## src/rtl/uart_rx_buffer_if.sv

```systemverilog
// rtl/uart_rx_buffer_if.sv - receiver/consumer handshake bundle for uart_rx_buffer
interface uart_rx_buffer_if #(
  parameter int DEPTH_LOG2 = 6
) ();

  logic                  rxDone;
  logic [7:0]            rxData;
  logic                  rxFrameErr;
  logic                  rdReq;
  logic                  clearErr;
  logic [7:0]            dataOut;
  logic                  dataValid;
  logic                  empty;
  logic                  full;
  logic [DEPTH_LOG2:0]   count;
  logic                  overflow;
  logic [7:0]            errCount;
  logic                  almostFull;

  modport master (
    output rxDone, rxData, rxFrameErr, rdReq, clearErr,
    input  dataOut, dataValid, empty, full, count, overflow, errCount, almostFull
  );

  modport slave (
    input  rxDone, rxData, rxFrameErr, rdReq, clearErr,
    output dataOut, dataValid, empty, full, count, overflow, errCount, almostFull
  );

endinterface

```

## src/rtl/uart_rx_buffer.sv

```systemverilog
// rtl/uart_rx_buffer.sv - UART receive byte FIFO with framing-error drop and overflow flag
// Optional registered almostFull output enabled by UART_RX_BUFFER_ALMOST_FULL_EN.
module uart_rx_buffer #(
  parameter int DEPTH_LOG2 = 6,
  parameter int AF_MARGIN  = 4
) (
  input  logic             clk,
  input  logic             rst,
  uart_rx_buffer_if.slave  bus
);

  localparam int                  DEPTH   = 1 << DEPTH_LOG2;
  localparam logic [DEPTH_LOG2:0] CNT_MAX = (DEPTH_LOG2 + 1)'(DEPTH);
  localparam logic [DEPTH_LOG2:0] CNT_ONE = (DEPTH_LOG2 + 1)'(1);
  localparam logic [DEPTH_LOG2-1:0] PTR_ONE = (DEPTH_LOG2)'(1);

  logic [7:0]            mem_q [DEPTH];

  logic [DEPTH_LOG2-1:0] wp_q, wp_d;
  logic [DEPTH_LOG2-1:0] rp_q, rp_d;
  logic [DEPTH_LOG2:0]   count_q, count_d;
  logic                  empty_q, empty_d;
  logic                  full_q, full_d;
  logic [7:0]            dout_q, dout_d;
  logic                  dvalid_q, dvalid_d;
  logic                  ovf_q, ovf_d;
  logic [7:0]            errc_q, errc_d;

  logic                  good_byte;
  logic                  pop_en;
  logic                  wr_en;
  logic                  ovf_evt;
  logic                  fe_evt;

  always_comb begin
    good_byte = bus.rxDone & ~bus.rxFrameErr;
    fe_evt    = bus.rxDone &  bus.rxFrameErr;
    pop_en    = bus.rdReq & ~empty_q;
    // A same-cycle pop frees the slot, so a write into a full FIFO still lands.
    wr_en     = good_byte & (~full_q | pop_en);
    ovf_evt   = good_byte & full_q & ~pop_en;
  end

  always_comb begin
    wp_d     = wp_q;
    rp_d     = rp_q;
    count_d  = count_q;
    dout_d   = dout_q;
    dvalid_d = 1'b0;
    ovf_d    = ovf_q;
    errc_d   = errc_q;

    if (wr_en) begin
      wp_d = wp_q + PTR_ONE;
    end

    if (pop_en) begin
      rp_d     = rp_q + PTR_ONE;
      dout_d   = mem_q[rp_q];
      dvalid_d = 1'b1;
    end

    if (wr_en && !pop_en) begin
      count_d = count_q + CNT_ONE;
    end else if (pop_en && !wr_en) begin
      count_d = count_q - CNT_ONE;
    end

    empty_d = (count_d == '0);
    full_d  = (count_d == CNT_MAX);

    if (bus.clearErr) begin
      ovf_d  = 1'b0;
      errc_d = 8'h00;
    end else begin
      if (ovf_evt) begin
        ovf_d = 1'b1;
      end
      if (fe_evt && errc_q != 8'hFF) begin
        errc_d = errc_q + 8'h01;
      end
    end
  end

  always_ff @(posedge clk) begin
    if (rst) begin
      wp_q     <= '0;
      rp_q     <= '0;
      count_q  <= '0;
      empty_q  <= 1'b1;
      full_q   <= 1'b0;
      dout_q   <= 8'h00;
      dvalid_q <= 1'b0;
      ovf_q    <= 1'b0;
      errc_q   <= 8'h00;
    end else begin
      wp_q     <= wp_d;
      rp_q     <= rp_d;
      count_q  <= count_d;
      empty_q  <= empty_d;
      full_q   <= full_d;
      dout_q   <= dout_d;
      dvalid_q <= dvalid_d;
      ovf_q    <= ovf_d;
      errc_q   <= errc_d;
    end
  end

  // Storage carries no reset; contents are only observable through rp after a write.
  always_ff @(posedge clk) begin
    if (!rst && wr_en) begin
      mem_q[wp_q] <= bus.rxData;
    end
  end

`ifdef UART_RX_BUFFER_ALMOST_FULL_EN
  localparam logic [DEPTH_LOG2:0] AF_LEVEL = (DEPTH_LOG2 + 1)'(DEPTH - AF_MARGIN);

  logic af_q;

  always_ff @(posedge clk) begin
    if (rst) begin
      af_q <= 1'b0;
    end else begin
      af_q <= (count_d >= AF_LEVEL);
    end
  end

  assign bus.almostFull = af_q;
`else
  assign bus.almostFull = (AF_MARGIN < 0);
`endif

  assign bus.dataOut   = dout_q;
  assign bus.dataValid = dvalid_q;
  assign bus.empty     = empty_q;
  assign bus.full      = full_q;
  assign bus.count     = count_q;
  assign bus.overflow  = ovf_q;
  assign bus.errCount  = errc_q;

endmodule

```

## src/flat_wrapper.sv

```systemverilog
// flat-port wrapper written by rule: the top's interface ports become plain ports
module uart_rx_buffer_flat 
#(
  parameter int DEPTH_LOG2 = 6,
  parameter int AF_MARGIN  = 4
)
  (clk, rst, bus_rxDone, bus_rxData, bus_rxFrameErr, bus_rdReq, bus_clearErr, bus_dataOut, bus_dataValid, bus_empty, bus_full, bus_count, bus_overflow, bus_errCount, bus_almostFull);
  uart_rx_buffer_if #(.DEPTH_LOG2(DEPTH_LOG2)) bus_i ();
  input  logic clk;
  input  logic rst;
  input wire logic [$bits(bus_i.rxDone)-1:0] bus_rxDone;
  input wire logic [$bits(bus_i.rxData)-1:0] bus_rxData;
  input wire logic [$bits(bus_i.rxFrameErr)-1:0] bus_rxFrameErr;
  input wire logic [$bits(bus_i.rdReq)-1:0] bus_rdReq;
  input wire logic [$bits(bus_i.clearErr)-1:0] bus_clearErr;
  output wire logic [$bits(bus_i.dataOut)-1:0] bus_dataOut;
  output wire logic [$bits(bus_i.dataValid)-1:0] bus_dataValid;
  output wire logic [$bits(bus_i.empty)-1:0] bus_empty;
  output wire logic [$bits(bus_i.full)-1:0] bus_full;
  output wire logic [$bits(bus_i.count)-1:0] bus_count;
  output wire logic [$bits(bus_i.overflow)-1:0] bus_overflow;
  output wire logic [$bits(bus_i.errCount)-1:0] bus_errCount;
  output wire logic [$bits(bus_i.almostFull)-1:0] bus_almostFull;
  assign bus_i.rxDone = bus_rxDone;
  assign bus_i.rxData = bus_rxData;
  assign bus_i.rxFrameErr = bus_rxFrameErr;
  assign bus_i.rdReq = bus_rdReq;
  assign bus_i.clearErr = bus_clearErr;
  assign bus_dataOut = bus_i.dataOut;
  assign bus_dataValid = bus_i.dataValid;
  assign bus_empty = bus_i.empty;
  assign bus_full = bus_i.full;
  assign bus_count = bus_i.count;
  assign bus_overflow = bus_i.overflow;
  assign bus_errCount = bus_i.errCount;
  assign bus_almostFull = bus_i.almostFull;
  uart_rx_buffer #(.DEPTH_LOG2(DEPTH_LOG2), .AF_MARGIN(AF_MARGIN)) u_core (.clk(clk), .rst(rst), .bus(bus_i));
endmodule
```

## config.mk

```make
export PLATFORM = sky130hd
export DESIGN_NAME = uart_rx_buffer_flat
export DESIGN_NICKNAME = d
export VERILOG_FILES = /design/src/rtl/uart_rx_buffer_if.sv /design/src/rtl/uart_rx_buffer.sv /design/src/flat_wrapper.sv
export SDC_FILE = /design/constraint.sdc
export NUM_CORES = 1
export LEC_CHECK = 0
export ABC_AREA = 1
export CORE_AREA = 2 2 239 336
export CTS_BUF_LIST = sky130_fd_sc_hd__clkbuf_8
export CTS_CLUSTER_DIAMETER = 200
export CTS_CLUSTER_SIZE = 28
export DETAILED_ROUTE_END_ITERATION = 6
export DIE_AREA = 0 0 241 338
export GPL_TIMING_DRIVEN = 0
export PLACE_DENSITY = 0.43
export RECOVER_POWER = 25
export SYNTH_ARGS = -nofsm -noshare
export SYNTH_HDL_FRONTEND = slang
export SYNTH_SLANG_ARGS = --single-unit
```

## constraint.sdc

```tcl
create_clock -name clk -period 2.22 [get_ports clk]
set_input_delay 0.222 -clock clk [delete_from_list [all_inputs] [get_ports clk]]
set_output_delay 0.222 -clock clk [all_outputs]
set_load 0.05 [all_outputs]
```

; Word level (Yosys, flattened, before mapping)
; Memories as Yosys holds them, arrays and structs flattened. A register that Yosys moved wholly into a read port is not among the register bits.
; Cells that the tools add are included.
[word_totals]
n_memories = 1
input_bits = 14
ff_bits = 31
latch_bits = 0
mem_bits_ro = 0
mem_bits_rw = 512
[memory_table]
columns = memory, depth, word_bits, read_ports, rd_ports_with_merged_regs, wr, line
row1 = u_core.mem_q, 64, 8, 1, 1, 1, uart_rx_buffer.sv:17  ; logic [7:0] mem_q [DEPTH];
[op_classes]
n_mul = 0
n_bitwise = 11
reduce_logical = 9
div_mod_pow = 0
shifts = 0
n_eq_ne = 2
n_mux = 5
n_addsub = 5
n_lt_le_gt_ge = 0
[op_table]
columns = operator, n
row1 = two-way mux 7 bit, 2
row2 = adder 6 x 1 -> 6 bit (second input constant), 2
row3 = adder 8 x 1 -> 8 bit (second input constant), 1
row4 = != test 8 bit (second input constant), 1
row5 = adder 7 x 1 -> 7 bit (second input constant), 1
row6 = equality test 7 bit (second input constant), 1
row7 = zero test 7 bit, 1
row8 = subtractor 7 x 1 -> 7 bit (second input constant), 1
row9 = bitwise AND 1 bit, 6
row10 = logical AND 1 bit, 4
row11 = NOT 1 bit, 4
row12 = zero test 1 bit, 3
row13 = two-way mux 1 bit, 3
row14 = OR reduction 2 bit, 1
row15 = OR 1 bit, 1

; Depth between registers and ports, before layout
[depth]
ltp_word = 9
depth_mapped = 13
ltp_nobuf = 11

; Worst setup path after synthesis
; OpenSTA, ideal clock, no wires.
[synth_timing]
path_kind = reg-to-reg
startpoint = register u_core.empty_q, in the netlist u_core.bus.empty
endpoint = memory u_core.mem_q[11][0], enable pin
n_path_buf = 0
t_required_ns = 1.849
arrival_time_ns = 1.799
path_stages_with_launch = 8
period_less_slack_ns = 2.170
path_slack_ns = 0.050
path_cell_list = dfxtp_1 > inv_1 > nand2_2 > a21oi_4 > inv_1 > nor2_4 > nand4_1 > nor2_1
[synth_between]
elab_chain_len = 7
[synth_rtl]
columns = element, line
row1 = "start, declared", uart_rx_buffer.sv:22  ; logic empty_q, empty_d;
row2 = "start signal, assigned", uart_rx_buffer.sv:100  ; empty_q <= empty_d;
row3 = NOT 1 bit, uart_rx_buffer.sv:38  ; pop_en = bus.rdReq & ~empty_q;
row4 = bitwise AND 1 bit, uart_rx_buffer.sv:38
row5 = OR 1 bit, uart_rx_buffer.sv:40  ; wr_en = good_byte & (~full_q | pop_en);
row6 = bitwise AND 1 bit, uart_rx_buffer.sv:40
row7 = logical AND 1 bit, uart_rx_buffer.sv:111  ; if (!rst && wr_en) begin
row8 = two-way mux 1 bit, uart_rx_buffer.sv:111
row9 = two-way mux 1 bit (implied by the code), uart_rx_buffer.sv:112  ; mem_q[wp_q] <= bus.rxData;
row10 = "end, declared", uart_rx_buffer.sv:17
; Every way passes these cells.

; Worst setup path after layout
[layout_timing]
startpoint = register u_core.empty_q, in the netlist u_core.bus.empty
endpoint = memory u_core.mem_q[47][6], enable pin
; Same word-level chain as after synthesis.

==> insert_results.sql <==
INSERT INTO impl_metrics (metric_group, metric, value, unit) VALUES
('grt', 'grt_remaining_overflow', '0', ''),
('grt', 'grt_start_max_net_pins', '65', ''),
('logic_synthesis', 'synth_sequential_area_ratio', '69.1', '%'),
('worst_setup_path', 'arrival_time_of_data_at_the_critical_path_endpoint', '2.56', 'ns'),
('clocking', 'clock-sinks', '551', ''),
('timing', 'finalSetupViolCount', '0', ''),
('timing', 'report.final.hold_viol_count', '0', ''),
('floorplanning', 'chipHeight', '338', 'um'),
('timing', 'worst_clock_skew', '0.0513', 'ns'),
('floorplanning', 'rows', '122', ''),
('timing', 'final.period_utilization', '98.1', '%'),
('routing', 'remaining_drc_errors', '0', ''),
('floorplanning', 'io-pin-count', '42', ''),
('worst_setup_path', 'critical_path.max_stage_delay', '0.40', 'ns'),
('finish', 'final_cell_count_no_fill', '3415', ''),
('floorplanning', 'placeableCoreArea', '0.0785', 'mm^2'),
('routing', 'route.vias.total', '16200', ''),
('worst_setup_path', 'worst_path_buffer_plus_inverter_count', '3', ''),
('logic_synthesis', 'synth.area.top_cells', 'edfxtp_1 (66%), nand2_1 (11%), nand3_1 (6.4%)', ''),
('worst_setup_path', 'crit_path_start_kind', 'flip-flop', ''),
('timing', 'maxClockFrequency', '459', 'MHz'),
('logic_synthesis', 'yosysWarningCount', '0', ''),
('run_status', 'failing_checks', 'capacitance limit, slew limit', ''),
('logic_synthesis', 'average_footprint_of_a_synthesized_cell', '10.4', 'um^2'),
('worst_setup_path', 'crit_chain', 'inv_2 > nand2_4 > a21oi_4 > inv_2 > nor2_4 > buf_4 > nand3_4 > nor2_4', ''),
('place', 'detailed_place_hpwl', '56100', 'um'),
('worst_setup_path', 'kind_of_cell_adding_the_most_delay_to_the_critical_path', 'simple AND/OR/NAND/NOR gates', ''),
('logic_synthesis', 'syn-instance-count', '2249', ''),
('logic_synthesis', 'yosys.area.top_type', 'edfxtp_1', ''),
('worst_setup_path', 'crit_path_end_kind', 'flip-flop', ''),
('grt', 'first_global_vias', '15800', ''),
('worst_setup_path', 'critical_path_required', '2.60', 'ns'),
('worst_setup_path', 'crit_path_top_delay_cell', 'nor2_4', ''),
('power_and_ir_drop', 'pwr_density_cell', '700', 'mW/mm^2'),
('grt', 'grt_util_all_layers', '19.6', '%'),
('logic_synthesis', 'yosys.area.top_type_share', '65.8', '%'),
('min_path', 'min_path_type', 'input pin to flip-flop', ''),
('place', 'placedCellCount', '3348', ''),
('clocking', 'cts_htree_levels', '1', ''),
('routing', 'post_drt_wl_per_cell', '23.4', 'um'),
('grt', 'antenna_found_initial', '1', ''),
('worst_setup_path', 'cp_num_cells', '8', ''),
('place', 'gp_congestion', '0.930', ''),
('grt', 'wire_length_of_the_first_global_routing_pass', '113000', 'um'),
('routing', 'antenna_violating_nets_post_route', '0', ''),
('power_and_ir_drop', 'vdd.ir_drop.worst', '409', 'uV'),
('logic_synthesis', 'ys_ff_latch', '551', ''),
('worst_setup_path', 'critPathKind', 'flip-flop to flip-flop', ''),
('timing', 'tightestPinTransition', '1.88', 'ns'),
('timing', 'timing.final.ws_setup', '0.0427', 'ns'),
('timing', 'max-slew-margin-rel', '-25.1', '%'),
('timing', 'slew_violations', '218', ''),
('finish', 'fill_cells', '7957', ''),
('floorplanning', 'die_width', '241', 'um'),
('place', 'port_buffers', '40', ''),
('logic_synthesis', 'number_of_unique_standard_cell_types_used_by_synthesis', '35', ''),
('worst_setup_path', 'path_max_fanout', '8', ''),
('finish', 'area_growth_syn_to_layout', '14.7', '%'),
('clocking', 'path_clk_slew', '0.18', 'ns'),
('logic_synthesis', 'syn-num-nets', '2268', ''),
('clocking', 'insertion_delay', '0.72', 'ns'),
('routing', 'drt_pre_antenna_iters', '7', ''),
('timing', 'fin_hold_ws', '0.215', 'ns'),
('run_status', 'status', 'finished, violations left', ''),
('worst_setup_path', 'r2r_setup_slk', '0.04', 'ns'),
('run', 'cap_viol_max_count', '4', ''),
('min_path', 'whs_path_depth', '4', ''),
('routing', 'vias_per_cell', '4.74', ''),
('floorplanning', 'fp.dieArea', '0.0815', 'mm^2'),
('finish', 'multiInputGateArea', '0.00669', 'mm^2'),
('timing', 'final.min_clock_period', '2.18', 'ns');
## metrics by stage
step	total power, mW	setup TNS (ns)	instance area (um^2)	utilization, %
after floorplan	13.3	0	23400	-
after global placement	14.7	-1441.32	25100	32.0
after detailed placement	14.7	-647.73	25200	32.1
after CTS	18.9	-5.24	26400	33.7
after global routing	19.5	-0.448	26800	34.2
final	18.8	0	26800	34.2
## worst min-delay path: stages
cell	delay, ns
clkdlybuf4s50_1	0.47
nor2_1	0.10
nand2_1	0.08
a21oi_1	0.03
## placed cells by master (no fill, tap or decap), types with 14 or more instances in the layout
master	instances
a21oi_1	25
a21oi_2	22
buf_2	35
buf_4	41
buf_6	14
clkbuf_1	15
clkbuf_2	19
clkbuf_8	23
clkdlybuf4s50_1	16
dfxtp_1	37
dlygate4sd2_1	14
edfxtp_1	512
inv_1	185
nand2_1	683
nand3_1	277
nand3_2	20
nor2_1	184
nor2_2	17
nor2_4	61
o21ai_0	63
## layer usage
| layer | up-vias | global-route usage [%] | wire length (um) |
|---|---|---|---|
| li1 | 7679 | - | - |
| met1 | 8043 | 23.0 | 31100 |
| met2 | 348 | 36.6 | 42400 |
| met3 | 103 | 1.17 | 2590 |
| met4 | 0 | 8.56 | 3670 |
| met5 | - | 0 | 0 |
## power breakdown
part	leakage (nW)	total [mW]	switching (mW)	internal (mW)
clock	0.219	4.14	3.16	0.979
combinational	4.77	3.17	2.34	0.837
sequential	4.92	11.5	0.0623	11.4
## what timing repair did
action / CTS / global route
gates resized for setup: 219 / 76
hold buffers: 5 / 0
endpoints found under the setup margin: 535 / 364
buffers inserted: 17 / 11
pin swaps: 12 / 12
endpoints found under the hold margin: 80 / 0
## Yosys cell counts, drive strengths merged
cell type and count:
nand2 685, edfxtp 512, nand3 299, nor2 262
inv 181, buf 83, o21ai 65, a21oi 48
dfxtp 39, clkbuf 30, nand4 11, nor3 6
ha 5, xor2 5, a31oi 3, clkinv 3
nor4 3, xnor2 2, a31o 1, and3 1
conb 1, nand3b 1, nor3b 1, o211ai 1
or2 1
## area by class of cell
class	count	area share [%]
Clock buffer	23	1.18
Inverter	184	2.60
Multi-Input combinational cell	1401	24.9
Antenna cell	1	0.00934
Buffer	113	2.71
Clock inverter	10	0.168
Sequential cell	551	60.3
Tap cell	1054	4.92
Timing Repair Buffer	78	3.18
## cell families after synthesis
| family | share of synthesized area [%] |
|---|---|
| buf+inv | 5.28 |
| simple gates | 22.4 |
| flops | 69.1 |
| fa+ha+maj | 0.268 |
| xor+xnor | 0.262 |
| other cells | 0.0160 |
| compound gates | 2.62 |
## flip-flops by register name (all words and copies together), names as in the netlist
signal                flops
u_core.bus.empty          1
u_core.rp_q               6
u_core.bus.dataOut        8
u_core.wp_q               6
u_core.mem_q            512
u_core.bus.full           1
u_core.bus.count          7
u_core.bus.overflow       1
u_core.bus.errCount       8
u_core.bus.dataValid      1
## path summary, 6_finish.rpt
check | startpoint | to
worst max-delay path | u_core.bus.empty | u_core.mem_q[47][6]
worst min-delay path | bus_clearErr | u_core.bus.errCount[2]
worst max register to register | u_core.bus.empty | u_core.mem_q[47][6]
worst min register to register | u_core.bus.overflow | u_core.bus.overflow
Note: power is estimated with default switching activity, not from simulation.
